===== config.mk =====
export PLATFORM = sky130hd
export DESIGN_NAME = control_unit
export DESIGN_NICKNAME = d
export VERILOG_FILES = /design/src/rtl/control_unit_pkg.sv /design/src/rtl/control_unit_seq_counter.sv /design/src/rtl/control_unit.sv
export SDC_FILE = /design/constraint.sdc
export NUM_CORES = 1
export LEC_CHECK = 0
export ABC_AREA = 1
export CAP_MARGIN = 20
export CORE_MARGIN = 4
export CORE_UTILIZATION = 37
export DETAILED_ROUTE_END_ITERATION = 10
export PLACE_DENSITY = 0.8
export SYNTH_ARGS = -nofsm -noshare
export SYNTH_HDL_FRONTEND = slang
export SYNTH_HIERARCHICAL = 1
export SYNTH_SLANG_ARGS = --single-unit

===== constraint.sdc =====
create_clock -name clk -period 1.64 [get_ports clk]
set_input_delay 0.328 -clock clk [delete_from_list [all_inputs] [get_ports clk]]
set_output_delay 0.328 -clock clk [all_outputs]
set_load 0.005 [all_outputs]

===== src/rtl/control_unit_pkg.sv =====
// Shared encodings for the basic-computer control unit: opcodes, register-reference
// bit positions, common-bus sources and AC/E operations.
package control_unit_pkg;

  localparam logic [2:0] OP_AND = 3'd0;
  localparam logic [2:0] OP_ADD = 3'd1;
  localparam logic [2:0] OP_LDA = 3'd2;
  localparam logic [2:0] OP_STA = 3'd3;
  localparam logic [2:0] OP_BUN = 3'd4;
  localparam logic [2:0] OP_BSA = 3'd5;
  localparam logic [2:0] OP_ISZ = 3'd6;
  localparam logic [2:0] OP_REG = 3'd7;

  localparam logic [3:0] RR_CLA  = 4'd11;
  localparam logic [3:0] RR_CLE  = 4'd10;
  localparam logic [3:0] RR_CMA  = 4'd9;
  localparam logic [3:0] RR_CME  = 4'd8;
  localparam logic [3:0] RR_CIR  = 4'd7;
  localparam logic [3:0] RR_CIL  = 4'd6;
  localparam logic [3:0] RR_INC  = 4'd5;
  localparam logic [3:0] RR_SPA  = 4'd4;
  localparam logic [3:0] RR_SNA  = 4'd3;
  localparam logic [3:0] RR_SZA  = 4'd2;
  localparam logic [3:0] RR_SZE  = 4'd1;
  localparam logic [3:0] RR_HLT  = 4'd0;
  localparam logic [3:0] RR_NONE = 4'd15;

  localparam logic [2:0] BUS_NONE = 3'd0;
  localparam logic [2:0] BUS_AR   = 3'd1;
  localparam logic [2:0] BUS_PC   = 3'd2;
  localparam logic [2:0] BUS_DR   = 3'd3;
  localparam logic [2:0] BUS_AC   = 3'd4;
  localparam logic [2:0] BUS_IR   = 3'd5;
  localparam logic [2:0] BUS_MEM  = 3'd7;

  localparam logic [3:0] SC_LAST = 4'd6;

  typedef enum logic [3:0] {
    ALU_NOP, ALU_AND, ALU_ADD, ALU_LDA, ALU_CLA, ALU_CLE,
    ALU_CMA, ALU_CME, ALU_CIR, ALU_CIL, ALU_INC
  } alu_op_t;

  typedef enum logic {ST_HALT, ST_RUN} run_state_t;

  // Index of the highest set register-reference bit (bit 11 wins), RR_NONE if none.
  function automatic logic [3:0] rr_pick(input logic [11:0] bits);
    rr_pick = RR_NONE;
    for (int i = 0; i < 12; i++) begin
      if (bits[i]) rr_pick = 4'(i);
    end
  endfunction

endpackage


===== src/rtl/control_unit_seq_counter.sv =====
// 4-bit sequence counter: async clear, synchronous clear has priority over increment.
module seq_counter (
  input  logic       clk,
  input  logic       reset_cu,
  input  logic       clr,
  input  logic       inc,
  output logic [3:0] count
);

  always_ff @(posedge clk or posedge reset_cu) begin
    if (reset_cu)  count <= 4'd0;
    else if (clr)  count <= 4'd0;
    else if (inc)  count <= count + 4'd1;
  end

endmodule


===== src/rtl/control_unit.sv =====
// Hardwired control unit: run/halt FSM plus a T-state decode that produces the
// register strobes, common-bus select and AC/E operation for each step.
module control_unit
  import control_unit_pkg::*;
#(
  parameter int WIDTH = 16
) (
  input  logic             clk,
  input  logic             reset_cu,
  input  logic             start,
  input  logic [WIDTH-1:0] op_of_ir,
  input  logic             ac_neg,
  input  logic             ac_zero,
  input  logic             e_zero,
  input  logic             dr_zero,
  output logic [3:0]       sc,
  output logic             running,
  output logic             ld_ar,
  output logic             inc_ar,
  output logic             ld_pc,
  output logic             inc_pc,
  output logic             ld_dr,
  output logic             inc_dr,
  output logic             ld_ac,
  output logic             ld_ir,
  output logic             mem_write,
  output logic [2:0]       bus_sel,
  output logic [3:0]       alu_op
);

  run_state_t state;
  alu_op_t    alu_sel;
  logic [2:0] d;
  logic       ind;
  logic       active;
  logic       step_clr;
  logic       halt_req;
  logic       sc_clr;

  assign d       = op_of_ir[14:12];
  assign ind     = op_of_ir[WIDTH-1];
  assign running = (state == ST_RUN);
  // Reset gates the decode directly so no strobe can escape while reset_cu is high.
  assign active  = running && !reset_cu;
  assign alu_op  = alu_sel;

  always_ff @(posedge clk or posedge reset_cu) begin
    if (reset_cu) begin
      state <= ST_HALT;
    end else begin
      case (state)
        ST_HALT: if (start)    state <= ST_RUN;
        ST_RUN:  if (halt_req) state <= ST_HALT;
        default:               state <= ST_HALT;
      endcase
    end
  end

  // T6 is the last step of any instruction, so clearing there also catches stray values.
  assign sc_clr = !running || step_clr || (sc >= SC_LAST);

  seq_counter u_seq_counter (
    .clk      (clk),
    .reset_cu (reset_cu),
    .clr      (sc_clr),
    .inc      (running),
    .count    (sc)
  );

  always_comb begin
    ld_ar     = 1'b0;
    inc_ar    = 1'b0;
    ld_pc     = 1'b0;
    inc_pc    = 1'b0;
    ld_dr     = 1'b0;
    inc_dr    = 1'b0;
    ld_ac     = 1'b0;
    ld_ir     = 1'b0;
    mem_write = 1'b0;
    bus_sel   = BUS_NONE;
    alu_sel   = ALU_NOP;
    step_clr  = 1'b0;
    halt_req  = 1'b0;
    if (active) begin
      case (sc)
        4'd0: begin
          bus_sel = BUS_PC;
          ld_ar   = 1'b1;
        end
        4'd1: begin
          bus_sel = BUS_MEM;
          ld_ir   = 1'b1;
          inc_pc  = 1'b1;
        end
        4'd2: begin
          bus_sel = BUS_IR;
          ld_ar   = 1'b1;
        end
        4'd3: begin
          if (d == OP_REG) begin
            step_clr = 1'b1;
            if (!ind) begin
              case (rr_pick(op_of_ir[11:0]))
                RR_CLA: alu_sel = ALU_CLA;
                RR_CLE: alu_sel = ALU_CLE;
                RR_CMA: alu_sel = ALU_CMA;
                RR_CME: alu_sel = ALU_CME;
                RR_CIR: alu_sel = ALU_CIR;
                RR_CIL: alu_sel = ALU_CIL;
                RR_INC: alu_sel = ALU_INC;
                RR_SPA: inc_pc  = !ac_neg;
                RR_SNA: inc_pc  = ac_neg;
                RR_SZA: inc_pc  = ac_zero;
                RR_SZE: inc_pc  = e_zero;
                RR_HLT: halt_req = 1'b1;
                default: ;
              endcase
            end
          end else if (ind) begin
            bus_sel = BUS_MEM;
            ld_ar   = 1'b1;
          end
        end
        4'd4: begin
          case (d)
            OP_AND, OP_ADD, OP_LDA, OP_ISZ: begin
              bus_sel = BUS_MEM;
              ld_dr   = 1'b1;
            end
            OP_STA: begin
              bus_sel   = BUS_AC;
              mem_write = 1'b1;
              step_clr  = 1'b1;
            end
            OP_BUN: begin
              bus_sel  = BUS_AR;
              ld_pc    = 1'b1;
              step_clr = 1'b1;
            end
            OP_BSA: begin
              bus_sel   = BUS_PC;
              mem_write = 1'b1;
              inc_ar    = 1'b1;
            end
            default: ;
          endcase
        end
        4'd5: begin
          case (d)
            OP_AND: begin alu_sel = ALU_AND; ld_ac = 1'b1; step_clr = 1'b1; end
            OP_ADD: begin alu_sel = ALU_ADD; ld_ac = 1'b1; step_clr = 1'b1; end
            OP_LDA: begin alu_sel = ALU_LDA; ld_ac = 1'b1; step_clr = 1'b1; end
            OP_BSA: begin
              bus_sel  = BUS_AR;
              ld_pc    = 1'b1;
              step_clr = 1'b1;
            end
            OP_ISZ: inc_dr = 1'b1;
            default: ;
          endcase
        end
        4'd6: begin
          step_clr = 1'b1;
          if (d == OP_ISZ) begin
            bus_sel   = BUS_DR;
            mem_write = 1'b1;
            inc_pc    = dr_zero;
          end
        end
        default: ;
      endcase
    end
  end

endmodule


==> flow_summary.yaml, run 1 <==
run_status:
  status: "stopped before the end"
  stop_stage: "5_1_grt"
  error: "[ERROR DPL-0038] Utilization greater than 100%, impossible to legalize"
yosys:
  avgSynthCellArea_um2: 5.192
  ys_ff_latch: 5
  yosysSeqAreaShare: 0.1385
  synth.distinct_cells: 25
  syn_area_um2: 903.4
  syn_inst: 174
  yosysWarnings: 6
  syn_nets: 198
placement:
  gp_congestion: 0.8343
  portBuffers: 43
  place_inst: 283
  placed_area_mm2: 0.001658
  dp_hpwl_mm: 2.546
clock_tree:
  cts.sinks: 5
  numCtsBuffers: 3
  cts-root-buf: "clkbuf_4"
  holdBufCountCts: 0
  cts.path.max_buffers: 2
  cts_max_level: 1
floorplanning:
  rows: 17
  io_pins: 44
  die_y_um: 57.41
  start_util: 0.3969
  die_x_um: 57.41
grt:
  grt_max_degree: 13
timing:
  grt-worst-endpoint: "alu_op[0]"
  worst-ep-kind: "primary output"
-- Yosys cell counts --
library cell  instances  area [um^2]
a2111oi_0             1        8.760
a211oi_1              2        15.01
a21oi_1              10        50.05
a21oi_2               1        8.760
a31oi_1               1        6.260
a31oi_4               1        21.27
a32oi_1               1        8.760
clkbuf_1              1        3.750
dfrtp_1               5        125.1
ha_1                  1        12.51
inv_1                34        127.6
inv_2                 3        11.26
nand2_1              48        180.2
nand2_2               3        18.77
nand2_4               1        11.26
nand3_1              10        50.05
nand3_2               1        10.01
nand4_1               1        6.260
nor2_1               28        105.1
nor2_2                6        37.54
nor2_4                1        11.26
nor3_1                5        25.02
nor4_1                1        6.260
o211ai_1              1        7.510
o21ai_0               7        35.03
-- metrics by stage --
step                      setup WS (ns)    util  hold WS, ns
after global placement          -0.9963  0.7284       0.5607
after CTS                       -0.4294  0.8950       0.1181
after detailed placement         -1.068  0.7284       0.5590
after floorplan                0.006381       -      0.06487
-- cells by family after synthesis --
group,after synthesis,share of synthesized area
flops,5,0.1385
fa+ha+maj,1,0.01385
simple gates,105,0.5111
buf+inv,38,0.1579
compound gates,25,0.1787
-- timing repair --
action | CTS
buffers inserted | 22
gates resized for setup | 197
pin swaps | 40
endpoints found under the setup margin | 21
==> inputs of run 2 (changes only) <==
--- a/config.mk
+++ b/config.mk
@@ -7,10 +7,10 @@
 export LEC_CHECK = 0
 export ABC_AREA = 1
 export CAP_MARGIN = 20
-export CORE_MARGIN = 4
-export CORE_UTILIZATION = 37
+export CORE_AREA = 4 4 65 67
 export DETAILED_ROUTE_END_ITERATION = 10
-export PLACE_DENSITY = 0.8
+export DIE_AREA = 0 0 69 71
+export PLACE_DENSITY_LB_ADDON = 0.15
 export SYNTH_ARGS = -nofsm -noshare
 export SYNTH_HDL_FRONTEND = slang
 export SYNTH_HIERARCHICAL = 1
==> constraint.sdc (replaced) <==
create_clock -name clk -period 2.15 [get_ports clk]
set_input_delay 0.43 -clock clk [delete_from_list [all_inputs] [get_ports clk]]
set_output_delay 0.43 -clock clk [all_outputs]
set_load 0.005 [all_outputs]
==> run 2 against run 1 <==
- the flow now finishes, with violations (negative setup slack)
- synthesized cell count is the same
- synthesized area is the same
==> flow_summary.yaml, run 2 <==
timing:
  setup_tns_ns: -0.05432
  finalSetupViolations: 3
  period_share: 1.018
  slew_headroom: 0.7809
  rsz0062_at_grt: "yes"
  worstMarginPinSlew_ns: 0.3261
  final_max_slew_viol_count: 0
  skew_ns: 0.003835
  worst_slack_ns: -0.03895
  finalHoldViolCount: 0
  timing.fmax_mhz: 456.8
  min_period_ns: 2.189
yosys:
  yosysWarnings: 6
  netlist_top_cells_area: "nand2_1 20%, inv_1 14%, dfrtp_1 14%"
  async_flop_share: 1.000
  synth.largest_area_cell: "nand2_1"
  synth_top_family_by_area: "simple AND/OR/NAND/NOR gates"
  avgSynthCellArea_um2: 5.192
  synth-xor-area-share: 0
  synth_mux_area_frac: 0
  yosys_most_used_dff: "dfrtp_1"
  synth.distinct_cells: 25
  synth_fa_ha_area_frac: 0.01385
  synth-edff-count: 0
  synthSimpleGateAreaFrac: 0.5111
  yosysSeqAreaShare: 0.1385
  synth.top_cells.by_count: "48 x nand2_1, 34 x inv_1, 28 x nor2_1, 10 x a21oi_1, 10 x nand3_1"
  syn_area_um2: 903.4
  syn_inst: 174
  synth_compound_area_frac: 0.1787
  netlist.area_leader.share: 0.1994
  synth_most_common_cell: "nand2_1"
  syn_nets: 198
  ys_ff_latch: 5
routing:
  vias: 1463
  first_pass_iters: 4
  drc: 0
  ant_nets: 0
  routed_wl_mm: 3.610
  wl_per_cell_um: 10.97
  initialDrtViolationCount: 33
  routed_via_density: 4.447
worst_setup_path:
  timing.critical_path.mode_cell: "nand2_1"
  worstSetupStartpointType: "input port"
  crit_type: "in -> out"
  end_kind: "primary output"
  crit_chain: "dlygate4sd2_1, nor2_4, nand3_2, buf_4, nand2_1, nor2_1, nand2_1, nand2_1, nand2_1, nand2_1, nand2_1, nand2_1, buf_2"
  crit_slowest_cell: "dlygate4sd2_1"
  worst-endpoint-arrival_ns: 1.76
  critPathRequiredTime_ns: 1.72
  slowest_delay_ns: 0.26
  path_max_fanout: 3
pwr:
  power_density_mw_per_mm2: 720.6
  ir_drop_uv: 220.5
  p_leak_uw: 0.001085
clock_tree:
  cts-root-buf: "clkbuf_8"
  cts.path.max_buffers: 2
  clk_latency_ns: 0.23
  numCtsBuffers: 3
  clk_pin_slew_worst_paths_ns: 0.03
  cts_max_level: 1
  cts.sinks: 5
  cts_tree: "yes"
floorplanning:
  start_util: 0.2486
  rows: 22
  io_pins: 44
  die_y_um: 71
  die_x_um: 69
  fp.dieArea_mm2: 0.004899
  coreArea_mm2: 0.003633
grt:
  first_global_vias: 1329
  grt.total_usage: 0.1349
  antenna_found_initial: 0
  grt_max_degree: 13
  grt_pass1_wl_mm: 5.623
  grt-ovfl-total: 0
cells_and_area:
  drive_gt1_frac: 0.5801
  finalNetCount: 306
  top_register: "u_seq_counter/count"
  register_area_um2: 127.6
  final_common_cell: "buf_4"
  layout_common_cells: "52 x buf_4, 29 x nand2_1, 20 x nand2_2, 20 x inv_1, 18 x nor2_1"
  nFillCells: 371
  multi_input_area_um2: 902.1
  n_antenna_cell: 0
  largest_register_ffs: 4
  syn2layout_area_growth_pct: 132.7
placement:
  portBuffers: 43
  pre_cts_ws_ns: -0.7164
  gp_congestion: 0.8025
  dp_hpwl_mm: 2.539
worst_hold_path:
  hold_path.class: "in -> async"
run_status:
  failed_checks: "negative setup slack"
  status: "finished, violations left"
flow_run:
  drv_cap: 0
==> run 2: report_power, final <==
group | switching (uW) | total [uW] | internal [uW]
clock | 51.7 | 179 | 128
sequential | 63.6 | 201 | 137
combinational | 548 | 1130 | 586
==> run 2: cells by family after synthesis <==
group | after synthesis
adders and majority gates | 1
DFF | 5
and+or+nand+nor | 105
buffers and inverters | 38
AOI/OAI and AO/OA | 25
==> run 2: critical path, delay by kind of cell <==
family                 cells  cell delay [ns]
buffers and inverters      3             0.54
AND/OR/NAND/NOR           10             0.79
==> run 2: through the flow <==
step	instances	cell area, um^2	utilization	hold slack [ns]	power [uW]
6_report	329	2102	0.5785	0.2094	1515
5_1_grt	329	2102	0.5785	0.2213	1643
4_1_cts	317	1934	0.5324	0.2107	1360
3_5_place_dp	301	1668	0.4590	0.6082	1025
3_3_place_gp	301	1668	0.4590	0.6043	1026
2_1_floorplan	174	903.4	-	0.1669	571.2
==> run 2: routing by layer <==
metal,routed length [um],share of wire,GRT usage,vias to the layer above
met2,1859,0.51,0.2468,33
met4,44,0.012,0.03688,0
met1,1552,0.43,0.1608,666
li1,-,-,-,759
met5,0,0,0,-
met3,153,0.042,0.02415,5
==> run 2: area by class of cell <==
| type | count | share of cell area |
|---|---|---|
| Clock buffer | 4 | 0.02143 |
| Inverter | 37 | 0.06845 |
| Multi-Input combinational cell | 131 | 0.4292 |
| Sequential cell | 5 | 0.06071 |
| Tap cell | 48 | 0.02857 |
| Timing Repair Buffer | 104 | 0.3917 |
==> run 2: timing repair <==
item,CTS,global route
setup buffers,13,16
setup endpoints to repair,16,14
resized for setup,108,69
hold endpoints to repair,0,0
pin swaps,18,30
hold buffers,0,0
cloned,0,0
==> run 2: path summary, 6_finish.rpt <==
kind                                              from                     end  slack [ns]  depth (start not counted)
worst min register to register                 running  u_seq_counter/count[1]        0.67                          2
max in group asynchronous                     reset_cu  u_seq_counter/count[0]        1.72                          2
worst min-delay path                          reset_cu                 running        0.21                          2
worst max-delay path                       op_of_ir[7]                  inc_pc       -0.04                         13
worst max register to register  u_seq_counter/count[2]  u_seq_counter/count[1]        0.26                         13
min in group clk                               running  u_seq_counter/count[1]        0.67                          2
Power figures use the tool's default switching activity.
